File: src/rtl/sd_cmd_tx_if.sv
// Bus bundle for the SD CMD-line transmitter: command request in, serial line and status out.
interface sd_cmd_tx_if;
  logic        start;
  logic [5:0]  cmd_index;
  logic [31:0] cmd_arg;
  logic        sclk_en;
  logic        cmd_out;
  logic        cmd_oe;
  logic        busy;
  logic        done;

  modport master (
    output start, cmd_index, cmd_arg, sclk_en,
    input  cmd_out, cmd_oe, busy, done
  );

  modport slave (
    input  start, cmd_index, cmd_arg, sclk_en,
    output cmd_out, cmd_oe, busy, done
  );
endinterface

File: src/rtl/sd_cmd_tx.sv
// SD command transmitter: serialises a 48-bit command frame (with CRC7) onto the CMD line,
// one bit per sclk_en strobe, MSB first.
//
// state | meaning
// IDLE  | line released (oe=0, out=1); waiting for start
// SHIFT | driving bits 0-39 (start, transmission, index, argument)
// CRC   | driving bits 40-46 (CRC7)
// STOP  | driving bit 47 (end bit)
// DONE  | one-cycle completion pulse, line released
module sd_cmd_tx (
  input  logic        clk,
  input  logic        n_rst,
  sd_cmd_tx_if.slave  bus
);

  typedef enum logic [2:0] {IDLE, SHIFT, CRC, STOP, DONE} state_t;

  state_t      state, state_nxt;
  logic [5:0]  cnt, cnt_nxt;
  logic [5:0]  idx_q;
  logic [31:0] arg_q;
  logic [6:0]  crc_q;
  logic        out_q, out_nxt;
  logic        oe_q, oe_nxt;
  logic        busy_q, busy_nxt;
  logic        done_q, done_nxt;
  logic        capture;
  logic [47:0] frame;

  // CRC is formed at capture so it is settled long before bit 40 goes out.
  function automatic logic [6:0] crc7(input logic [39:0] msg);
    logic [6:0] c;
    logic       fb;
    c = '0;
    for (int i = 39; i >= 0; i--) begin
      fb = msg[i] ^ c[6];
      c  = {c[5:0], 1'b0};
      if (fb) c = c ^ 7'h09;
    end
    return c;
  endfunction

  assign frame = {2'b01, idx_q, arg_q, crc_q, 1'b1};

  always_comb begin
    state_nxt = state;
    cnt_nxt   = cnt;
    out_nxt   = out_q;
    oe_nxt    = oe_q;
    busy_nxt  = busy_q;
    done_nxt  = 1'b0;
    capture   = 1'b0;
    case (state)
      IDLE: begin
        oe_nxt   = 1'b0;
        out_nxt  = 1'b1;
        busy_nxt = 1'b0;
        if (bus.start) begin
          capture   = 1'b1;
          cnt_nxt   = '0;
          state_nxt = SHIFT;
          oe_nxt    = 1'b1;
          busy_nxt  = 1'b1;
          out_nxt   = 1'b0;
        end
      end
      SHIFT, CRC, STOP: begin
        oe_nxt   = 1'b1;
        busy_nxt = 1'b1;
        if (bus.sclk_en) begin
          if (state == STOP) begin
            state_nxt = DONE;
            cnt_nxt   = '0;
            done_nxt  = 1'b1;
            oe_nxt    = 1'b0;
            out_nxt   = 1'b1;
            busy_nxt  = 1'b0;
          end else begin
            cnt_nxt = cnt + 6'd1;
            out_nxt = frame[6'd47 - cnt_nxt];
            if (state == SHIFT && cnt == 6'd39) state_nxt = CRC;
            if (state == CRC && cnt == 6'd46)   state_nxt = STOP;
          end
        end
      end
      DONE: begin
        state_nxt = IDLE;
        oe_nxt    = 1'b0;
        out_nxt   = 1'b1;
        busy_nxt  = 1'b0;
      end
      default: begin
        state_nxt = IDLE;
        oe_nxt    = 1'b0;
        out_nxt   = 1'b1;
        busy_nxt  = 1'b0;
      end
    endcase
  end

  always_ff @(posedge clk or negedge n_rst) begin
    if (!n_rst) begin
      state  <= IDLE;
      cnt    <= '0;
      idx_q  <= '0;
      arg_q  <= '0;
      crc_q  <= '0;
      out_q  <= 1'b1;
      oe_q   <= 1'b0;
      busy_q <= 1'b0;
      done_q <= 1'b0;
    end else begin
      state  <= state_nxt;
      cnt    <= cnt_nxt;
      out_q  <= out_nxt;
      oe_q   <= oe_nxt;
      busy_q <= busy_nxt;
      done_q <= done_nxt;
      if (capture) begin
        idx_q <= bus.cmd_index;
        arg_q <= bus.cmd_arg;
        crc_q <= crc7({2'b01, bus.cmd_index, bus.cmd_arg});
      end
    end
  end

  assign bus.cmd_out = out_q;
  assign bus.cmd_oe  = oe_q;
  assign bus.busy    = busy_q;
  assign bus.done    = done_q;

endmodule
File: src/flat_wrapper.sv
// flat-port wrapper written by rule: the top's interface ports become plain ports
module sd_cmd_tx_flat 
  (clk, n_rst, bus_start, bus_cmd_index, bus_cmd_arg, bus_sclk_en, bus_cmd_out, bus_cmd_oe, bus_busy, bus_done);
  sd_cmd_tx_if bus_i ();
  input  logic clk;
  input  logic n_rst;
  input wire logic [$bits(bus_i.start)-1:0] bus_start;
  input wire logic [$bits(bus_i.cmd_index)-1:0] bus_cmd_index;
  input wire logic [$bits(bus_i.cmd_arg)-1:0] bus_cmd_arg;
  input wire logic [$bits(bus_i.sclk_en)-1:0] bus_sclk_en;
  output wire logic [$bits(bus_i.cmd_out)-1:0] bus_cmd_out;
  output wire logic [$bits(bus_i.cmd_oe)-1:0] bus_cmd_oe;
  output wire logic [$bits(bus_i.busy)-1:0] bus_busy;
  output wire logic [$bits(bus_i.done)-1:0] bus_done;
  assign bus_i.start = bus_start;
  assign bus_i.cmd_index = bus_cmd_index;
  assign bus_i.cmd_arg = bus_cmd_arg;
  assign bus_i.sclk_en = bus_sclk_en;
  assign bus_cmd_out = bus_i.cmd_out;
  assign bus_cmd_oe = bus_i.cmd_oe;
  assign bus_busy = bus_i.busy;
  assign bus_done = bus_i.done;
  sd_cmd_tx u_core (.clk(clk), .n_rst(n_rst), .bus(bus_i));
endmodule
File: config.mk
export PLATFORM = sky130hd
export DESIGN_NAME = sd_cmd_tx_flat
export DESIGN_NICKNAME = d
export VERILOG_FILES = /design/src/rtl/sd_cmd_tx_if.sv /design/src/rtl/sd_cmd_tx.sv /design/src/flat_wrapper.sv
export SDC_FILE = /design/constraint.sdc
export NUM_CORES = 1
export LEC_CHECK = 0
export ABC_CLOCK_PERIOD_IN_PS = 2200
export CAP_MARGIN = 20
export CORE_AREA = 2 2 93 95
export CTS_CLUSTER_DIAMETER = 80
export DETAILED_ROUTE_END_ITERATION = 10
export DIE_AREA = 0 0 95 97
export GPL_TIMING_DRIVEN = 0
export PLACE_DENSITY_LB_ADDON = 0.05
export SLEW_MARGIN = 5
export SYNTH_ARGS = -nofsm -noshare
export SYNTH_HDL_FRONTEND = slang
export SYNTH_SLANG_ARGS = --single-unit
File: constraint.sdc
create_clock -name clk -period 2.2 [get_ports clk]
set_input_delay 0.44 -clock clk [delete_from_list [all_inputs] [get_ports clk]]
set_output_delay 0.44 -clock clk [all_outputs]
set_load 0.1 [all_outputs]
==> results_dict.tcl <==
set metrics [dict create \
    syn_inst 282 \
    post-synth-top-count-cell "dfrtp_1" \
    cts.sinks 57 \
    syn_nets 326 \
    clk_pin_slew_ns 0.07 \
    async_reset_ff_share_pct 100.0 \
    grt_max_degree 58 \
    ant_nets 0 \
    drv_slew 0 \
    regToRegStartpoint "u_core.cnt[0]" \
    drt-initial-drc-count 101 \
    seq_area_frac_synth_pct 41.27 \
    place.gp.congestion 0.7990 \
    r2r_slack_ns -0.03 \
    rr_worst_depth 8 \
    grt_pass1_vias 2417 \
    yosysUniqueCellTypes 40 \
    period_minus_slack_ns 2.232 \
    p_per_area_nw_per_um2 1065 \
    grt_usage_pct 19.22 \
    final_layout_size_suffix_gt1_share_pct 37.82 \
    yosysTopAreaCellShare_pct 40.51 \
    diodes 0 \
    fin_ws_ns -0.03151 \
    fmax_mhz 448.1 \
    cts_buffers 9 \
    setup_viol 1 \
    viasPerCell 5.037 \
    power_leakage_nw 2.001 \
    synth-simple-area-share_pct 6.329 \
    fin_nets 396 \
    die-width_um 95 \
    instances_no_fill 462 \
    htree_levels 3 \
    fin_crit_sh_pct 101.4 \
    nFillCells 699 \
    die_area_um2 9215 \
    synth.avg_cell_area_um2 12.27 \
    violations "negative setup slack" \
    synthTopCellsByCount "dfrtp_1 (56), mux2_2 (40), xnor2_1 (40), xor2_1 (15)" \
    avgRoutedWirePerCell_um 17.53 \
    first_pass_iters 4 \
    slew_headroom_pct 37.10 \
    clock_path_buffers 2 \
    clkLatencyLatePin_ns 0.34 \
    cts_root_buf "clkbuf_8" \
    io_pins 46 \
    post-route-util_pct 55.21 \
    grt_pass1_wl_um 13100 \
    worst_slew_pin_slew_ns 0.9473 \
    synth_edf_count 0 \
    antenna_found_initial 0 \
    synth_mux_area_share_pct 20.40 \
    synth.area.top_cells "dfrtp_1 (41%), mux2_2 (13%), xnor2_1 (10%)" \
    drc 0 \
    rsz0062_at_grt "yes" \
    synth_compound_area_share_pct 5.859 \
    die_h_um 97 \
    syn_area_um2 3460 \
    drt-total-wl_um 8098 \
    yosysWarnings 0 \
    r2r_end "u_core.bus.cmd_out" \
    core_region_area_um2 8134 \
    max_cap_viol_count 0 \
    num_vias 2327 \
    crit_fanout 10 \
    gr-total-overflow 0 \
    synth_xor_area_share_pct 22.86 \
    rows 33 \
    hold_viol 0 \
    cts_tree "done" \
    synthAdderAreaFrac_pct 0.7233 \
    start_util_pct 42.53 \
    status "finished, violations left" \
    arrival_ns 2.49 \
    synthToLayoutAreaGrowth_pct 29.80 \
    synth_top_family_by_area "XOR/XNOR gates" \
    cp.required_ns 2.46 \
    ys.flop_type "dfrtp_1" \
    portBuffers 45 \
    yosysTopAreaCell "dfrtp_1" \
    skew_ns 0.006499 \
    placedCellCount 432 \
    synth_seq_cells 57 \
    endpoint_kind "flip-flop" \
    ir_worst_vdd_mv 0.3353 \
    crit_type "flip-flop to flip-flop" \
    critPathLaunchType "flip-flop" \
    holdCritPathClass "primary input to asynchronous set/reset pin" \
    dp_hpwl_um 5850 \
]
[layout make-up]
class | instances | area, um2 | area share (%)
inverter | 5 | 18.77 | 0.4179
timing repair buffer | 60 | 496.7 | 11.06
clock buffer | 11 | 131.4 | 2.926
clock inverter | 5 | 80.08 | 1.783
tap | 105 | 131.4 | 2.926
multi-input combinational | 203 | 2110 | 46.98
sequential | 57 | 1430 | 31.85
buffer | 16 | 92.59 | 2.062
[cells by family after synthesis]
group           count (synthesis)
flops                          57
xor+xnor                       69
mux                            53
compound gates                 34
simple gates                   45
fa+ha+maj                       2
buf+inv                        22
[worst max-delay path by stage]
stage	end	cells past startpoint	slack, ns	from
after CTS	u_core.bus.cmd_out	9	-0.15	u_core.cnt[1]
after detailed placement	u_core.crc_q[5]	8	-0.90	bus_cmd_index[0]
after floorplan	u_core.crc_q[5]	7	-0.12	bus_cmd_index[0]
after global placement	u_core.arg_q[6]	1	-1.28	n_rst
final	u_core.bus.cmd_out	8	-0.03	u_core.cnt[0]
after global routing	u_core.bus.cmd_out	9	-0.15	u_core.cnt[1]
[where the power goes]
group | switching, mW | internal [mW] | total (mW) | leakage, nW
Clock | 0.447 | 0.637 | 1.08 | 0.0995
Sequential | 0.109 | 1.20 | 1.31 | 0.719
Combinational | 1.14 | 1.25 | 2.39 | 1.18
Total | 1.69 | 3.09 | 4.78 | 2.00
[registers in the layout, indices dropped and copies added (netlist names)]
signal	count
u_core.bus.cmd_out	1
u_core.idx_q	6
u_core.state	3
u_core.crc_q	7
u_core.bus.done	1
u_core.bus.cmd_oe	1
u_core.arg_q	32
u_core.cnt	6
[worst max-delay path, cell delays in order, from the launching register on]
cell and delay [ns]:
dfrtp_2 0.41, buf_8 0.18, inv_1 0.08, ha_1 0.36
buf_6 0.18, mux4_2 0.30, mux2_2 0.31, o2111ai_1 0.20
a31oi_1 0.12
[cells in the final DEF (no fill, tap or decap), drive strengths merged, types with 2 or more instances in the layout]
cell	instances
dfrtp	56
xnor2	43
mux2	40
buf	28
clkbuf	28
clkdlybuf4s50	20
xor2	16
nand2	13
a21oi	12
nor2	10
o21ai	10
mux4	10
dlygate4sd2	9
xnor3	9
nor3	6
inv	5
nand3	5
nand2b	3
mux2i	3
o31ai	3
nor3b	2
nand3b	2
a21o	2
o2111ai	2
clkinvlp	2
bufinv	2
ha	2
[per-stage QoR]
step | worst slack, ns | TNS, ns | total power, mW | instance area [um2] | hold slack [ns]
after floorplan | -0.1158 | -0.2944 | 2.818 | 3461 | 0.1444
after global placement | -1.281 | -91.19 | 3.315 | 4043 | 0.4874
after detailed placement | -0.9040 | -18.83 | 3.325 | 4040 | 0.4910
after CTS | -0.1505 | -0.1976 | 4.671 | 4429 | 0.1902
after global routing | -0.1494 | -0.2550 | 5.076 | 4491 | 0.2262
final | -0.03151 | -0.03151 | 4.782 | 4491 | 0.1666
[layer usage]
metal,GRT usage [%],up-vias,part of all wire (%),wire length (um)
li1,-,1138,-,-
met1,26.71,1140,47,3811
met2,30.82,40,49,3941
met3,4.128,9,3.2,260
met4,4.348,0,1.0,84
met5,0,-,0,0
[repair_timing]
item                                    4_1_cts  5_1_grt
buffers inserted                             13        2
resized for setup                            62       38
hold buffers                                  0        0
pin swaps                                    30       17
gates cloned                                  0        0
endpoints found under the setup margin       18       28
Note: power is estimated with default switching activity, not from simulation.
